<file path="config.mk">
export PLATFORM = sky130hd
export DESIGN_NAME = seven_seg_scan
export DESIGN_NICKNAME = d
export VERILOG_FILES = /design/src/rtl/seven_seg_scan.sv
export SDC_FILE = /design/constraint.sdc
export NUM_CORES = 1
export LEC_CHECK = 0
export ABC_AREA = 1
export BUFFER_PORTS_ARGS = -buffer_cell sky130_fd_sc_hd__buf_2
export CAP_MARGIN = 20
export CELL_PAD_IN_SITES_DETAIL_PLACEMENT = 0
export CELL_PAD_IN_SITES_GLOBAL_PLACEMENT = 1
export CORE_UTILIZATION = 38
export CTS_CLUSTER_DIAMETER = 80
export DETAILED_ROUTE_END_ITERATION = 7
export GPL_ROUTABILITY_DRIVEN = 0
export PLACE_DENSITY = 0.86
export SLEW_MARGIN = 20
export SYNTH_ARGS = -nofsm -noshare
export SYNTH_HDL_FRONTEND = slang
export SYNTH_SLANG_ARGS = --single-unit
</file>
<file path="constraint.sdc">
create_clock -name clk -period 1.8 [get_ports clk]
set_input_delay 0.18 -clock clk [delete_from_list [all_inputs] [get_ports clk]]
set_output_delay 0.18 -clock clk [all_outputs]
set_load 0.005 [all_outputs]
</file>
<file path="src/rtl/seven_seg_scan.sv">
// seven_seg_scan: time-multiplexed driver for an 8-digit common-anode
// seven-segment display. Consumes the packed 8-nibble board7SD word from
// vending_machine, snapshots it once per full scan, and drives one digit
// per refresh slot with leading-zero blanking and a fixed decimal point.
//
// Timing summary:
//   - First clock after reset release: snapshot taken, frame_tick high.
//   - prescale counts 0..REFRESH_DIV-1 once scanning has started; the
//     cycle it sits at REFRESH_DIV-1 is a slot tick and digit_sel advances.
//   - A slot tick that wraps digit_sel 7 -> 0 takes a new snapshot.
//   - an/seg/dp are registered from digit_sel, so they trail it by one cycle.
module seven_seg_scan #(
    parameter int REFRESH_DIV = 100000,
    parameter bit DP_EN       = 1'b1,
    parameter int DP_POS      = 2,
    parameter bit BLANK_LZ    = 1'b1
) (
    input  logic        clk,
    input  logic        reset,
    input  logic [31:0] digits_in,
    output logic [7:0]  an,
    output logic [6:0]  seg,
    output logic        dp,
    output logic [2:0]  digit_sel,
    output logic        frame_tick
);

    localparam int              PW        = (REFRESH_DIV > 2) ? $clog2(REFRESH_DIV) : 1;
    localparam logic [PW-1:0]   SLOT_LAST = PW'(REFRESH_DIV - 1);
    localparam logic [2:0]      DP_DIGIT  = 3'(DP_POS);
    localparam logic [6:0]      SEG_BLANK = 7'h7F;

    // Low during the very first post-reset cycle; that cycle takes the
    // initial snapshot and keeps the anodes off so a stale snapshot is
    // never shown.
    logic          started;
    logic [PW-1:0] prescale;
    logic [31:0]   snapshot;

    logic          slotTick;
    logic          frameWrap;
    logic          takeSnapshot;
    logic [3:0]    curNibble;
    logic [7:0]    blankMask;
    logic          zerosAbove;
    logic [7:0]    anNext;
    logic [6:0]    segNext;
    logic          dpNext;

    // Active-low glyph table, bit order {g,f,e,d,c,b,a}.
    function automatic logic [6:0] glyph(input logic [3:0] nib);
        logic [6:0] g;
        case (nib)
            4'h0:    g = 7'h40;
            4'h1:    g = 7'h79;
            4'h2:    g = 7'h24;
            4'h3:    g = 7'h30;
            4'h4:    g = 7'h19;
            4'h5:    g = 7'h12;
            4'h6:    g = 7'h02;
            4'h7:    g = 7'h78;
            4'h8:    g = 7'h00;
            4'h9:    g = 7'h10;
            4'hA:    g = 7'h3F;  // dash
            default: g = SEG_BLANK;
        endcase
        return g;
    endfunction

    // Slot and frame boundaries derived from the prescaler and digit index.
    always_comb begin
        slotTick     = started && (prescale == SLOT_LAST);
        frameWrap    = slotTick && (digit_sel == 3'd7);
        takeSnapshot = !started || frameWrap;
    end

    // Prescaler: free-running slot timer, held at zero until scanning starts.
    always_ff @(posedge clk) begin
        if (reset) begin
            prescale <= '0;
        end else if (started) begin
            if (slotTick) prescale <= '0;
            else          prescale <= prescale + 1'b1;
        end
    end

    // Scan state: start flag and the digit currently being driven.
    always_ff @(posedge clk) begin
        if (reset) begin
            started   <= 1'b0;
            digit_sel <= 3'd0;
        end else begin
            started <= 1'b1;
            if (slotTick) digit_sel <= digit_sel + 3'd1;
        end
    end

    // Snapshot register and its one-cycle announcement pulse.
    always_ff @(posedge clk) begin
        if (reset) begin
            snapshot   <= 32'h0;
            frame_tick <= 1'b0;
        end else begin
            frame_tick <= takeSnapshot;
            if (takeSnapshot) snapshot <= digits_in;
        end
    end

    // Leading-zero mask: digit i is blanked when it lies above the decimal
    // point digit and every snapshot nibble from 7 down to i is zero.
    always_comb begin
        blankMask  = 8'h00;
        zerosAbove = 1'b1;
        for (int i = 7; i >= 0; i--) begin
            zerosAbove = zerosAbove && (snapshot[4*i +: 4] == 4'h0);
            if (BLANK_LZ && (i > DP_POS) && zerosAbove) blankMask[i] = 1'b1;
        end
    end

    // Next display drive for the digit selected this cycle.
    always_comb begin
        curNibble = snapshot[{digit_sel, 2'b00} +: 4];
        anNext    = ~(8'b0000_0001 << digit_sel);
        segNext   = blankMask[digit_sel] ? SEG_BLANK : glyph(curNibble);
        // The decimal point is independent of blanking.
        dpNext    = !(DP_EN && (digit_sel == DP_DIGIT));
    end

    // Registered display outputs; dark until the first snapshot is in place.
    always_ff @(posedge clk) begin
        if (reset || !started) begin
            an  <= 8'hFF;
            seg <= SEG_BLANK;
            dp  <= 1'b1;
        end else begin
            an  <= anNext;
            seg <= segNext;
            dp  <= dpNext;
        end
    end

endmodule

</file>
### Word-level counts from Yosys, hierarchy flattened

Memory sizes are Yosys's and may differ from the RTL's. A register that Yosys moved wholly into a read port is not among the register bits.
Index checks and enable logic that the tools add are counted.

| word-level totals | value |
|---|---|
| output and inout bits | 20 |
| logic and storage cells | 42 |
| memories | 1 |
| memory bits (read-only) | 112 |
| bits of input ports | 34 |
| register bits | 63 |

| cells by class | value |
|---|---|
| order comparisons | 1 |
| add/subtract/negate cells | 2 |
| mux-type cells | 9 |
| reductions and logical operators | 16 |
| equal/unequal tests | 3 |
| bitwise operators | 1 |
| shift operators | 2 |

Memory list:

| name | depth | bits a word | rd ports | clocked after memory_dff | wr ports | line | source |
|---|---|---|---|---|---|---|---|
| (no name shown) | 16 | 7 | 1 | 1 | 0 | 53 | `case (nib)` |

Operators with widths:

| operator | number |
|---|---|
| 32-bit by 6-bit indexed part select with 4-bit output | 1 |
| 4-bit logical NOT | 5 |
| 17-bit by 1-bit adder with 17-bit output, second input constant | 1 |
| 17-bit == test, second input constant | 1 |
| 17-bit 2-to-1 mux | 1 |
| 8-bit NOT | 1 |
| 1-bit by 3-bit left shift with 8-bit output, first input constant | 1 |
| 1-bit 2-to-1 mux | 7 |
| 1-bit logical AND | 6 |
| 3-bit by 4-bit < comparator with 1-bit output, second input constant | 1 |
| 3-bit by 1-bit adder with 3-bit output, second input constant | 1 |
| 1-bit binary-select mux with 3-bit select | 1 |
| 3-bit by 2-bit == test with 1-bit output, second input constant | 1 |
| 3-bit == test, second input constant | 1 |
| 1-bit logical NOT | 2 |
| 1-bit logical OR | 2 |
| 2-bit OR reduction | 1 |

### Depth between registers and ports, before layout

Gate-level depths: netlist of the first run.

| logic depth | value |
|---|---|
| depth in word-level cells | 9 |
| mapped depth | 12 |
| depth with buffers taken out | 11 |

### Worst setup path after synthesis of the first run

Ideal clock, no wire load.

| timing | value |
|---|---|
| path type | register -> register |
| start | register digit_sel[0] |
| end | register seg[3] |
| arrival | 1.583 ns |
| buffers on the path | 1 |
| period minus slack after synthesis | 1.708 ns |
| library setup time | 0.125 ns |
| slack | 0.092 ns |
| stages on the path, launching flop included | 11 |
| required time | 1.675 ns |
| cells stage by stage | dfxtp_1 > inv_1 > buf_4 > nand2_1 > nand3_1 > nand3_1 > o21ai_0 > ha_1 > nand3_1 > nand3_1 > nand3_1 |

| between the ends | value |
|---|---|
| word-level cells in the longest chain between the ends | 3 |
| elaborated cells between the ends (all ways) | 4 |
| classes of those cells | shift (1); mux (2); reduce/logical (1) |

RTL lines:

| item | line | source |
|---|---|---|
| from (decl) | 24 | `output logic [2:0] digit_sel,` |
| from (signal assigned) | 94 | `if (slotTick) digit_sel <= digit_sel + 3'd1;` |
| parallel branches: the longest is 3 deep, another holds 32-bit by 6-bit indexed part select with 4-bit output | - |  |
| to (decl) | 22 | `output logic [6:0] seg,` |

Several ways; the timed one is not identified. The select of a mux whose other input is x is not followed.
A chain may end at the register's enable or synchronous reset.

### Final worst setup path of the first run

| timing | value |
|---|---|
| start | register digit_sel[1] |
| end | register seg[3] |

Same word-level chain as after synthesis.

==> results summary, run 1 <==
The clock network fraction of design power is 0.399. Entering global routing, the biggest net connects 41 pins. The violation count after the first detailed-route iteration is 99. The clock-pin transition on the worst setup and hold timing paths came out at 0.07 ns. The power per cell area is 785 mW/mm2. The headroom to the max-slew limit is 0.672. The cell family contributing the most delay on the critical path is simple AND/OR/NAND/NOR gates. The floorplan core area came out at 0.00889 mm2. In this run the cell area measured after placement is 0.00396 mm2.

Each instance of the synthesized netlist takes up on average 7.08 um2. The count of H-tree levels built during CTS came out at 3. The number of gates resized after CTS was 1.

The floorplan die area is 0.00972 mm2. The total DRC errors in the routed layout came out at 0. The number of global-route vias before repair came out at 3071. The first-pass detailed-route iteration total is 4. The flow ran to the end, and the final reports show no timing, DRC or antenna violations. The critical path is of the reg2reg type. The synthesized netlist cell count is 501. The multi-input gate area in the final layout came out at 0.00184 mm2. For this run, the total global-route usage over all layers was measured as 0.178. Input and output buffers added on the ports amount to 53. The initial antenna violation count is 0. The critical path buffer and inverter count came out at 2.

The number of failing hold endpoints at the final stage came to 0. The wire length of the first global-routing pass is 13900 um. Subtracting the final worst setup slack from the clock period gives 1.67 ns. The floorplan step set the die height to 98.6 um. The worst setup path is launched from a register.

The cell type of the slowest stage on the worst timing path is dfxtp_2. In the final design database the tool counted 603 nets. After floorplanning, the core was divided into 34 placement rows.

The share of synthesized area occupied by flip-flops and latches came out at 0.389. The share of total power in combinational logic came out at 0.109. Summed over all nets, the half-perimeter wirelength after detailed placement is 5980 um. The worst setup skew after layout came out at 0.0104 ns. The critical path goes through buf_4, nand3_1, nand3_1, o21ai_0, buf_4, ha_1, nand3_1, nand3_1, nand3_1. The die width came out at 98.6 um. The later pin in the worst-skew pair is clocked with a latency of 0.34 ns. Leaving out fill and tap cells, the most frequent cell in the layout is nand2_1. The data arrival time of the critical path is 1.90 ns. The biggest cell delay along the critical path is 0.39 ns. The nature of the critical path endpoint is a register. The number of inserted filler cells in the final layout came out at 914.

The fraction of layout instances using a drive strength above 1 came out at 0.219. TritonCTS built the clock tree. Clock tree synthesis inserted a total of 9 buffers.

Hold is met by 0.0538 ns. The transition time at the pin with the least slew margin is 0.492 ns. The Yosys warning count came out at 0. In this run the post-CTS setup repair buffer count came out at 0. The max capacitance violation total is 0. The cell-internal power came out at 2.49 mW. The worst hold path belongs to the class in2reg. The peak ir drop on the vdd network is 0.000389 V. The worst path required time is 2.02 ns.

Clock tree synthesis found a total of 69 sinks. The switching fraction of total power is 0.245. The number of max-slew violations in the final report is 0. The final setup violation count came out at 0.

The number of top-level pins is 54. Based on the critical path, the design can be clocked at up to 597 MHz. The layout overhead on the synthesized area came out at 18.4%. The share of total power dissipated in sequential elements is 0.492. The leakage component of the power is 1.98 nW.

The power dissipated by switching net loads came out at 0.809 mW. The final antenna-violating net count came out at 0. The worst setup slack after layout is 0.126 ns.

The vias per cell is 4.89. In this run the worst path has a maximum fanout of 9. The most numerous cell type found on the critical path is nand3_1. In the layout the commonest cells are nand2_1 (105), nand3_1 (71), dfxtp_1 (65), nor2_1 (61), buf_2 (53). No sink is reached through more buffers than the 2 on the longest clock path. After detailed routing, the total wire length is 8220 um. The count of distinct cell types in the synthesized netlist came out at 29.

The utilization of the core after routing is 0.472. The synthesized flop and latch total is 69. The total via count after detailed routing is 3278.

The mapped netlist covers 0.00355 mm2. The count of antenna diodes in the layout came out at 0. The overall overflow remaining after global route is 0. The finished layout cell area came out at 0.00420 mm2.

Hold repair after CTS inserted 0 buffers. The detailed-route wire length per cell came out at 12.3 um. The ratio of final minimum period to clock period is 0.930.

For this configuration, the core starts out at a cell density of 0.399. Setup repair after global routing left no endpoint under its margin. The register cell area after layout is 0.00139 mm2. The post-placement setup slack came out at -0.00504 ns. When the netlist entered floorplanning its net count stood at 547. The cell at the root of the clock tree is clkbuf_8.
[final cells by class]
type / count / share of cell area
timing repair buffer: 71 / 0.102
inverter: 52 / 0.0471
sequential: 69 / 0.330
clock inverter: 4 / 0.0107
tap: 108 / 0.0322
multi-input combinational: 354 / 0.438
clock buffer: 12 / 0.0393
[power groups by stage]
stage | Clock (mW) | Combinational (mW) | Sequential (mW)
4_1_cts | 1.35 | 0.362 | 1.62
6_report | 1.31 | 0.359 | 1.62
3_5_place_dp | 0 | 0.359 | 1.66
5_1_grt | 1.42 | 0.412 | 1.63
3_3_place_gp | 0 | 0.355 | 1.66
2_1_floorplan | 0 | 0.246 | 1.65
[sequential cells by signal, summed over array words and instances (netlist names)]
name        cells
an              8
digit_sel       3
frame_tick      1
prescale       17
seg             7
snapshot       32
started         1
[tightest hold or removal path, cell delays in order]
cell     delay [ns]
buf_2          0.07
a21oi_1        0.03
nor2_1         0.08
[stage by stage]
step / TNS, ns / power, mW / cells
finish: 0 / 3.30 / 670
global route: 0 / 3.47 / 670
CTS: 0 / 3.33 / 670
detailed placement: -0.00504 / 2.02 / 654
global placement: 0 / 2.01 / 654
floorplan: 0 / 1.90 / 501
[final timing paths]
check	startpoint	endpoint	slack (ns)	cells past startpoint
setup / recovery	digit_sel[1]	seg[3]	0.13	9
hold / removal	digits_in[11]	snapshot[11]	0.05	3
setup reg to reg	digit_sel[1]	seg[3]	0.13	9
hold reg to reg	digit_sel[2]	an[5]	0.51	1
[Yosys cell counts]
cell	count	area share
nor2_1	62	0.066
buf_2	8	0.011
nand4_2	1	0.0035
nor3b_1	5	0.011
inv_2	2	0.0021
nand4_1	3	0.0053
inv_1	50	0.053
or2_2	1	0.0018
buf_1	5	0.0053
ha_1	12	0.042
o21ai_0	9	0.013
nor2_2	3	0.0053
buf_4	4	0.0085
o21bai_1	1	0.0021
xor2_1	6	0.015
dfxtp_1	69	0.39
a211oi_1	1	0.0021
o211ai_1	2	0.0042
clkbuf_1	6	0.0063
o21a_1	1	0.0021
nor3_1	5	0.0071
nand2_1	106	0.11
buf_6	3	0.0095
nand3_2	20	0.056
o21ai_1	1	0.0014
nand3b_1	2	0.0042
a21oi_1	41	0.058
nor3_2	1	0.0028
nand3_1	71	0.10
[per-layer routing]
layer	up-vias	track usage	wire, um
met3	11	0.0426	404
met1	1471	0.223	3870
met4	0	0.0769	133
li1	1726	-	-
met5	-	0	0
met2	70	0.294	3820
[cells by family (layout without fill, tap and decap cells)]
group,after synthesis,after routing,share of synthesized area
fa+ha+maj,12,12,0.0423
compound gates,56,56,0.0825
xor+xnor,6,6,0.0148
buf+inv,78,139,0.0959
simple gates,280,280,0.375
flops,69,69,0.389
Note: power is estimated with default switching activity, not from simulation.
==> run 2, diff against run 1 <==
CELL_PAD_IN_SITES_GLOBAL_PLACEMENT = 2   (was 1)
CORE_UTILIZATION = 33   (was 38)
CTS_BUF_LIST = sky130_fd_sc_hd__clkbuf_4 sky130_fd_sc_hd__clkbuf_8   (was not set)
PLACE_DENSITY = 0.93   (was 0.86)
==> run 2 against run 1 <==
Compared with the run above: first-iteration DRC count rose by 21%; register-to-register slack hardly changed; non-clock buffer count rose by 3; cell count grew 4.6%; fmax is 0.17% higher; clock power is essentially flat; wire length rose by 4.2%; sequential power about the same; die area rose by 15%; largest power group unchanged.
==> results summary, run 2 (synthesis results as in run 1) <==
The initial core utilization is 0.342 (was 0.399). The total DRC errors in the routed layout was 0 (unchanged). The layout overhead on the synthesized area is 19.8% (was 18.4%). The number of global-route vias before repair is 2969 (was 3071). Leading registers by flop count: snapshot: 32 flops, prescale: 17 flops, an: 8 flops (unchanged). The initial antenna violation count is 0 (unchanged). The pin count of the biggest net entering global routing is 41 (unchanged). The violation count after the first detailed-route iteration came out at 120 (was 99). The post-route setup TNS is 0 ns (unchanged). The first-pass detailed-route iteration total came out at 4 (unchanged).

The floorplan core area is 0.0104 mm2 (was 0.00889 mm2). The utilization of the core after routing came out at 0.410 (was 0.472). The highest metal layer with signal wires is met4 (unchanged). The nature of the critical path endpoint was a register (unchanged). The clock network fraction of design power came out at 0.402 (was 0.399). The switching fraction of total power is 0.244 (was 0.245). The maximum achievable frequency is 598 MHz (was 597 MHz). The die width is 106 um (was 98.6 um). The worst setup skew after layout is 0.00641 ns (was 0.0104 ns). The wire length of the first global-routing pass came to 14100 um (was 13900 um). The max capacitance violation total came out at 0 (unchanged).

The peak ir drop on the vdd network is 0.000440 V (was 0.000389 V). The CTS tree is done (unchanged). The most frequent cell on the critical path is ha_1 (was nand3_1).

The startpoint class of the critical path is a register (unchanged). The fraction of layout instances using a drive strength above 1 came to 0.221 (was 0.219). The number of inserted filler cells in the final layout is 1114 (was 914).

The transition time at the pin with the least slew margin is 0.492 ns (about the same). The power dissipated by switching net loads came out at 0.811 mW (was 0.809 mW). The final setup violation count is 0 (unchanged).

The minimum clock period is 1.67 ns (about the same). The number of core rows is 37 (was 34). The count of H-tree levels built during CTS came out at 3 (unchanged). The biggest cell delay along the critical path came out at 0.37 ns (was 0.39 ns). The met3 wire length was 281 um (was 404 um). The classification of the worst-slack hold path is in2reg (unchanged). The detailed-route wire length per cell came out at 12.2 um (was 12.3 um).

The count of antenna diodes in the layout is 0 (unchanged). The number of I/O port buffers is 53 (unchanged). The largest register by flop count is snapshot (unchanged). The worst path required time came out at 2.03 ns (was 2.02 ns).

The total via count after detailed routing came out at 3265 (was 3278). The share of total power in combinational logic is 0.109 (about the same). The number of failing hold endpoints at the final stage is 0 (unchanged). The detailed placement HPWL is 6280 um (was 5980 um).

The cell at the root of the clock tree is clkbuf_8 (unchanged). The overall overflow remaining after global route came out at 0 (unchanged). The final antenna-violating net count is 0 (unchanged). Commonest cells after routing, fill and taps aside: nand2_1 (105), nand3_1 (71), dfxtp_1 (65), nor2_1 (61), buf_2 (53) (unchanged). The clock-pin transition on the worst setup and hold timing paths came out at 0.07 ns (about the same).

The flip-flop count of the largest register after layout is 32 (unchanged). The number of sinks on the clock net is 69 (unchanged). The ratio of final minimum period to clock period is 0.928 (was 0.930).

The power share of the sequential group is 0.489 (was 0.492). The vias per cell was 4.66 (was 4.89). The total clock buffers created by CTS came out at 9 (unchanged). The final net count is 606 (was 603). The cell type of the slowest stage on the worst timing path is dfxtp_2 (unchanged). The class of the most critical setup path is reg2reg (unchanged).

The power per cell area is 782 mW/mm2 (was 785 mW/mm2). The data arrival time of the critical path came out at 1.90 ns (about the same). The leakage component of the power is 1.99 nW (was 1.98 nW).

The overall track demand over capacity in global routing is 0.161 (was 0.178). The cell-internal power came out at 2.51 mW (was 2.49 mW). The number of max-slew violations in the final report came out at 0 (unchanged). The maximum number of buffers from clock root to sink is 2 (unchanged). The largest fanout on the critical path is 40 (was 9).

The leading cell type in the layout, fill and taps excluded was nand2_1 (unchanged). The routed length on met1 was 4210 um (was 3870 um). Unrepaired setup endpoints after global routing: false (unchanged). The wire length on met2 is 4030 um (was 3820 um). Cells along the critical path: buf_6, ha_1, ha_1, nand4_4, buf_12, a21oi_1, nor2_1 (was buf_4, nand3_1, nand3_1, o21ai_0, buf_4, ha_1, nand3_1, nand3_1, nand3_1).

The worst-skew pair later-pin latency is 0.34 ns (about the same). The routed wire length is 8570 um (was 8220 um). Outcome: complete, no violations (unchanged). The floorplan die area came out at 0.0112 mm2 (was 0.00972 mm2).

The number of top-level pins is 54 (unchanged). The headroom to the max-slew limit is 0.672 (about the same). The height of the die came out at 106 um (was 98.6 um).
run 2: metrics by stage:
step / power (mW) / area, um2 / instances / hold slack [ns] / setup WS, ns
global route: 3.50 / 4250 / 701 / 0.0378 / 0.0000384
floorplan: 1.90 / 3550 / 501 / 0.312 / 0.0924
CTS: 3.38 / 4210 / 698 / 0.0358 / 0.00858
global placement: 2.01 / 4000 / 682 / 0.401 / 0.102
detailed placement: 2.02 / 4000 / 682 / 0.403 / 0.0223
finish: 3.32 / 4250 / 701 / 0.0574 / 0.129
run 2: final timing paths:
kind	start	endpoint	slack (ns)	cells past startpoint
worst max-delay path	digit_sel[0]	snapshot[13]	0.13	7
worst min-delay path	digits_in[3]	snapshot[3]	0.06	3
worst max register to register	digit_sel[0]	snapshot[13]	0.13	7
worst min register to register	digit_sel[2]	an[6]	0.51	1
run 2: what timing repair did:
item	4_1_cts	5_1_grt
buffers inserted	0	3
hold buffers	0	0
endpoints found under the setup margin	0	38
resized for setup	0	9
run 2: power groups by stage:
stage / Combinational [mW] / Sequential [mW] / Clock [mW]
finish: 0.362 / 1.62 / 1.34
global route: 0.419 / 1.63 / 1.46
CTS: 0.361 / 1.62 / 1.39
detailed placement: 0.358 / 1.66 / 0
global placement: 0.356 / 1.66 / 0
floorplan: 0.246 / 1.65 / 0
run 2: cell type report:
| cell class | instances | area (um2) | share of cell area |
|---|---|---|---|
| clock buffer | 13 | 173 | 0.0406 |
| clock inverter | 3 | 42.5 | 0.0100 |
| inverter | 52 | 195 | 0.0459 |
| multi-input combinational | 354 | 1840 | 0.433 |
| sequential | 69 | 1390 | 0.326 |
| tap | 136 | 170 | 0.0400 |
| timing repair buffer | 74 | 443 | 0.104 |
run 2: per-layer routing:
| metal | vias to the layer above | track usage |
|---|---|---|
| met5 | - | 0 |
| met4 | 0 | 0.0565 |
| met3 | 2 | 0.0383 |
| met2 | 50 | 0.264 |
| met1 | 1482 | 0.204 |
| li1 | 1731 | - |
run 2: critical path, delay by kind of cell (launching register included):
kind / cells / cell delay [ns]
adders and majority gates: 2 / 0.41
AOI/OAI and AO/OA: 1 / 0.20
buffers and inverters: 2 / 0.38
and+or+nand+nor: 2 / 0.19
DFF: 1 / 0.37
